File: config.mk
export PLATFORM = sky130hd
export DESIGN_NAME = fifo_to_com
export DESIGN_NICKNAME = d
export VERILOG_FILES = /design/src/rtl/fifo_to_com.sv
export SDC_FILE = /design/constraint.sdc
export NUM_CORES = 1
export LEC_CHECK = 0
export CAP_MARGIN = 20
export CORE_MARGIN = 4
export CORE_UTILIZATION = 28
export CTS_CLUSTER_DIAMETER = 100
export DETAILED_ROUTE_END_ITERATION = 6
export GPL_TIMING_DRIVEN = 0
export PLACE_DENSITY_LB_ADDON = 0.12
export SYNTH_ARGS = -nofsm -noshare
export SYNTH_HDL_FRONTEND = slang
export SYNTH_SLANG_ARGS = --single-unit
File: constraint.sdc
create_clock -name clk -period 1.8 [get_ports clk]
set_input_delay 0.27 -clock clk [delete_from_list [all_inputs] [get_ports clk]]
set_output_delay 0.27 -clock clk [all_outputs]
set_load 0.05 [all_outputs]
File: src/rtl/fifo_to_com.sv
// fifo_to_com: pops TX FIFO bytes onto an 8N1 UART line with a running CRC-8; macro CRC_APPEND_EN adds CRC byte append
module fifo_to_com #(
  parameter int CLKS_PER_BIT = 5208
) (
  input  logic       clk,
  input  logic       reset,
  input  logic       enable,
  input  logic [7:0] fifo_data_in,
  input  logic       fifo_empty,
  output logic       fifo_re,
  input  logic       send_crc,
  input  logic       crc_clear,
  output logic       tx,
  output logic       busy,
  output logic       isFinish,
  output logic [7:0] CRC
);
  localparam int BW = $clog2(CLKS_PER_BIT);
  localparam logic [2:0] IDLE = 3'd0, READ = 3'd1, LOAD = 3'd2, START = 3'd3, DATA = 3'd4, STOP = 3'd5;
  logic [2:0] state, bit_idx;
  logic [BW-1:0] baud;
  logic [7:0] sh;
  logic crc_frame, baud_last, launch, go_crc, go_fifo, crc_step, fb;
`ifdef CRC_APPEND_EN
  logic pending;
  assign go_crc = enable && pending;
  // CRC request is remembered until its byte is loaded into the shifter
  always_ff @(posedge clk or posedge reset)
    if (reset) pending <= 1'b0;
    else if (send_crc) pending <= 1'b1;
    else if (state == LOAD && crc_frame) pending <= 1'b0;
`else
  logic unused_send_crc;
  assign go_crc = 1'b0;
  assign unused_send_crc = send_crc;
`endif
  assign go_fifo = enable && !fifo_empty && !go_crc;
  assign baud_last = baud == BW'(CLKS_PER_BIT - 1);
  assign launch = state == IDLE || (state == STOP && baud_last);
  assign busy = state != IDLE;
  assign crc_step = state == START && baud < BW'(8) && !crc_frame;
  assign fb = CRC[7] ^ sh[3'd7 - baud[2:0]];
  // frame sequencer; the end of a stop bit doubles as the idle decision so back-to-back frames stay 2 cycles apart
  always_ff @(posedge clk or posedge reset)
    if (reset) begin
      state <= IDLE;
      baud <= '0;
      bit_idx <= '0;
      sh <= '0;
      tx <= 1'b1;
      fifo_re <= 1'b0;
      isFinish <= 1'b0;
      crc_frame <= 1'b0;
    end else begin
      fifo_re <= launch && go_fifo;
      isFinish <= state == STOP && baud == BW'(CLKS_PER_BIT - 2);
      baud <= (state >= START && !baud_last) ? baud + 1'b1 : '0;
      if (launch) begin
        state <= go_crc ? LOAD : go_fifo ? READ : IDLE;
        crc_frame <= go_crc;
      end else begin
        case (state)
          READ: state <= LOAD;
          LOAD: begin
            sh <= crc_frame ? CRC : fifo_data_in;
            tx <= 1'b0;
            state <= START;
          end
          START: if (baud_last) begin
            tx <= sh[0];
            bit_idx <= 3'd0;
            state <= DATA;
          end
          DATA: if (baud_last) begin
            tx <= bit_idx == 3'd7 ? 1'b1 : sh[bit_idx + 3'd1];
            bit_idx <= bit_idx + 3'd1;
            state <= bit_idx == 3'd7 ? STOP : DATA;
          end
          STOP: state <= STOP;
          default: state <= IDLE;
        endcase
      end
    end
  // CRC-8 (poly 0x07) folded MSB first during the first 8 cycles of the start bit
  always_ff @(posedge clk or posedge reset)
    if (reset) CRC <= '0;
    else if (crc_clear || (state == LOAD && crc_frame)) CRC <= '0;
    else if (crc_step) CRC <= {CRC[6:0], 1'b0} ^ (fb ? 8'h07 : 8'h00);
endmodule

---- After elaboration in Yosys (flattened, before gate mapping) ----
Cells that the tools add are included.
cells by class
  add/sub/neg operators ................... 3
  magnitude comparators ................... 4
  equal/unequal tests ..................... 12
  muxes and demuxes ....................... 21
  bitwise gates (word level) .............. 3
  reduce and logical (&&, ||, !) cells .... 18
operators with widths
  kind                     count
  $eq A13 B13 Y1 const B   2
  $mux W3                  6
  $mux W8                  2
  $pmux W3 S5              1
  $add A13 B1 Y13 const B  1
  $lt A13 B4 Y1 const B    1
  $mux W13                 1
  $eq A3 B3 Y1 const B     3
  $lt A3 B4 Y1 const B     2
  $reduce_and A4 Y1        2
  $xor A8 B3 Y8            1
  $mux W1                  7
  $bmux W1 S3              2
  $eq A3 B2 Y1 const B     2
  $logic_and A1 B1 Y1      6
  $ne A3 B3 Y1 const B     2
  $pmux W3 S2              1
  $reduce_bool A3 Y1       2
  $ne A2 B2 Y1 const B     2
  $reduce_and A2 Y1        2
  $reduce_bool A2 Y1       2
  $add A3 B1 Y3 const B    1
  $eq A3 B1 Y1 const B     1
  $ge A3 B2 Y1 const B     1
  other kinds (7)          8
storage, ports and cells
  flip-flop bits (word level) ............. 38
  word-level logic and storage cells ...... 69

---- Longest topological paths before layout ----
  depth after elaboration ................. 8
  depth in mapped cells ................... 7

---- Worst setup path before layout ----
No wires, ideal clock.
  path type ............................... reg2reg
  start ................................... register bit_idx[0]
  end ..................................... register tx
  arrival time ............................ 1.875 ns
  data required time ...................... 1.720 ns
  setup slack ............................. -0.155 ns
  cell stages (with the launch flop) ...... 7
  path through ............................ dfrtp_1 -> ha_1 -> ha_1 -> mux4_2 -> mux2i_1 -> nand3b_1 -> a32o_1
between the ends
  word-level cells in the longest chain between the ends .. 6
  elaborated cells on any way between the ends .. 7
  those cells by class .................... add/sub: 1; eq/ne: 1; mux: 5
RTL lines
  element                        line  source
  from (decl)                    20    logic [2:0] state, bit_idx;
  from (signal assigned)         76    bit_idx <= bit_idx + 3'd1;
  $add A3 B1 Y3                  75    tx <= bit_idx == 3'd7 ? 1'b1 : sh[bit_idx + 3'd1];
  $bmux W1 S3                    75
  $mux W1 (implied by the code)  75
  $mux W1 (*)                    75
  $mux W1 (*)                    74    DATA: if (baud_last) begin
  $pmux W1 S3 (*)                62    case (state)
  to (signal assigned)           70    tx <= sh[0];
  to (signal assigned)           75
  to (decl)                      13    output logic tx,
Every way passes the cells marked *; elsewhere a longest branch is shown, timed or not. The select of a mux whose other input is x is not followed.
A chain may end at the register's enable or synchronous reset.

---- Worst setup path in the final report ----
Same ends and word-level chain as after synthesis.

==> reports/metrics.yaml <==
placedCellCount: 307
worst_clock_skew_ns: 0.003901
dp_hpwl_mm: 2.912
cts_buffer_depth: 2
crit_top_cell: "ha_4"
max_freq_mhz: 530.8
dpl_worst_slack_ns: -0.1849
nFillCells: 700
drtIter0Drc: 77
rsz0062_at_grt: "true"
routedWlPerCell_um: 12.81
place.gp.congestion: 0.7370
violations: "negative setup slack"
critPathRequiredTime_ns: 2.02
synthToLayoutAreaGrowth_pct: 29.30
worst_hold_slack_ns: 0.3687
cts-buffers-inserted: 5
ant_nets: 0
grt_max_degree: 39
crit_path_end_kind: "flip-flop"
p_sw_uw: 337.9
clockRootBuffer: "clkbuf_8"
clock_power_share_pct: 37.8
port_buffers: 23
hold_viol_final: 0
max_stage_delay_ns: 0.48
die_height_um: 92.03
maxCapViolCount: 0
postPlaceCellArea_sq_um: 2342
finalSetupViolations: 2
vias_per_cell: 4.579
synth_area_sq_um: 1977
slew_headroom_pct: 45.51
holdCritPathClass: "in -> reg"
ys_seq_area_share_pct: 48.16
switching_share_pct: 22.28
start_util_pct: 28.94
cts.sinks: 38
pwr-share-seq_pct: 57.4
core_area_sq_um: 6832
period_minus_slack_ns: 1.884
final_nets: 249
final_cell_mix: "dfrtp_1 (33), nor2_1 (24), nand2_1 (23), clkdlybuf4s50_1 (19), buf_4 (16)"
die_w_um: 92.03
run_status: "finished with violations"
crit_path_top_delay_cell: "mux4_2"
worstMarginPinSlew_ns: 0.8161
grt_usage_pct: 10.88
cp_cell_sequence: "ha_4, ha_4, mux4_2, mux2i_1, nand3b_1, a32o_1"
drc: 0
grt_use_met2_pct: 16.18
ir_drop_mv: 0.2561
dr.pass1.iters: 4
ys_types: 43
power_density_nw_per_um2: 593.3
antenna_found_initial: 0
setup_ws_ns: -0.08404
overflow: 0
p_int_mw: 1.179
top_usage_layer: "met2"
ios: 26
n_antenna_cell: 0
final_common_cell: "dfrtp_1"
clock_latency_ns: 0.29
grtUsageMet3_pct: 3.527
synthCells: 188
syn-num-nets: 206
crit_type: "reg -> reg"
ys_seq_elements: 38
syn_area_per_cell_sq_um: 10.52
critPathArrivalTime_ns: 2.10
crit_path_start_kind: "flip-flop"
vias: 1502
finalWirelength_mm: 4.202
finalSetupTns_ns: -0.1579
stdcell_area_sq_um: 2556
power_frac_comb_pct: 4.8
h-tree-depth: 2
tritoncts: "built"
path_max_fanout: 2
rows: 30
yosysWarnings: 0
grt_util_met1_pct: 14.86
p_leak_nw: 1.139
stdcell_count: 328
slew_viol_final: 0
grt_pass1_vias: 1466
grt_first_pass_wirelength_mm: 7.286
clkTransAtPathRegs_ns: 0.07
fin_crit_sh_pct: 104.7
drive_above_1_share_pct: 25.43
die_area_sq_um: 8469
==> layout make-up <==
type / instances / area [sq um] / area share, %
Buffer: 7 / 46.29 / 1.811
Clock buffer: 8 / 80.08 / 3.133
Inverter: 8 / 33.78 / 1.322
Multi-Input combinational cell: 133 / 977.2 / 38.23
Sequential cell: 38 / 957.2 / 37.44
Tap cell: 96 / 120.1 / 4.699
Timing Repair Buffer: 38 / 341.6 / 13.36
==> path summary, 6_finish.rpt <==
| check | endpoint | slack, ns | startpoint | cells after the start |
|---|---|---|---|---|
| min in group asynchronous | CRC[4]$_DFFE_PP0P_ | 0.47 | reset | 2 |
| max reg2reg | tx$_DFFE_PP1P_ | -0.08 | bit_idx[0]$_DFFE_PP0P_ | 6 |
| max in group asynchronous | bit_idx[0]$_DFFE_PP0P_ | 0.77 | reset | 2 |
| min reg2reg | sh[1]$_DFFE_PP0P_ | 0.54 | sh[1]$_DFFE_PP0P_ | 1 |
| min | CRC[6]$_DFFE_PP0P_ | 0.37 | crc_clear | 2 |
| max | tx$_DFFE_PP1P_ | -0.08 | bit_idx[0]$_DFFE_PP0P_ | 6 |
==> registers in the layout, indices dropped and copies added, names as in the netlist <==
register  cells
fifo_re       1
isFinish      1
CRC           8
state         3
bit_idx       3
sh            8
baud         13
tx            1
==> power by group through the flow <==
stage	combinational, mW	clock (mW)	sequential [mW]
floorplan	0.0401	0	0.883
global placement	0.0729	0	0.887
detailed placement	0.0733	0	0.887
CTS	0.0739	0.593	0.870
global route	0.0825	0.633	0.872
finish	0.0731	0.573	0.870
==> cell families after synthesis <==
kind of cell	share of synthesized area [%]
mux	10.70
xor+xnor	6.583
compound gates	8.544
fa+ha+maj	2.532
simple gates	19.05
flops	48.16
buf+inv	4.430
==> through the flow <==
| step | total power, mW | utilization (%) |
|---|---|---|
| CTS | 1.538 | 36.47 |
| global placement | 0.9600 | 34.29 |
| floorplan | 0.9232 | - |
| finish | 1.517 | 37.42 |
| detailed placement | 0.9605 | 34.29 |
| global route | 1.587 | 37.42 |
==> synthesized netlist by cell type (all sizes together) <==
| library cell | number | share of area [%] |
|---|---|---|
| dfrtp | 37 | 47 |
| nor2 | 26 | 5.1 |
| nand2 | 23 | 4.4 |
| a21oi | 14 | 3.5 |
| inv | 8 | 1.5 |
| mux2 | 8 | 4.6 |
| buf | 7 | 2.5 |
| nand3 | 7 | 2.0 |
| xnor2 | 7 | 3.5 |
| xor2 | 7 | 3.1 |
| and4 | 4 | 1.8 |
| ha | 4 | 2.5 |
| mux4 | 4 | 4.9 |
| nand4 | 4 | 1.3 |
| nor3 | 4 | 1.0 |
| a211oi | 3 | 1.4 |
| and3 | 3 | 0.95 |
| a31oi | 2 | 0.63 |
| clkbuf | 2 | 0.44 |
| mux2i | 2 | 1.2 |
| nor4 | 2 | 1.4 |
| a21o | 1 | 0.76 |
| a22o | 1 | 0.44 |
| a2bb2oi | 1 | 0.44 |
| a32o | 1 | 0.51 |
| and2 | 1 | 0.44 |
| dfstp | 1 | 1.3 |
| nand2b | 1 | 0.32 |
| nand3b | 1 | 0.38 |
| o2bb2ai | 1 | 0.44 |
| o31ai | 1 | 0.38 |
==> repair_timing <==
| action | CTS | global route |
|---|---|---|
| setup buffers | 8 | 7 |
| resized for setup | 12 | 10 |
| hold buffers | 0 | 0 |
| pin swaps | 4 | 4 |
| endpoints found under the setup margin | 18 | 29 |
==> routing by layer <==
| layer | vias to the layer above | part of all wire, % |
|---|---|---|
| met5 | - | 0 |
| met4 | 0 | 1.2 |
| met3 | 5 | 5.4 |
| met2 | 40 | 44 |
| met1 | 723 | 50 |
| li1 | 734 | - |
==> critical path, delay by kind of cell, from the launching register on <==
family,cells,cell delay [ns]
AOI/OAI and AO/OA,1,0.22
adders and majority gates,2,0.43
DFF,1,0.43
muxes,2,0.64
and+or+nand+nor,1,0.10
Note: power is estimated with default switching activity, not from simulation.
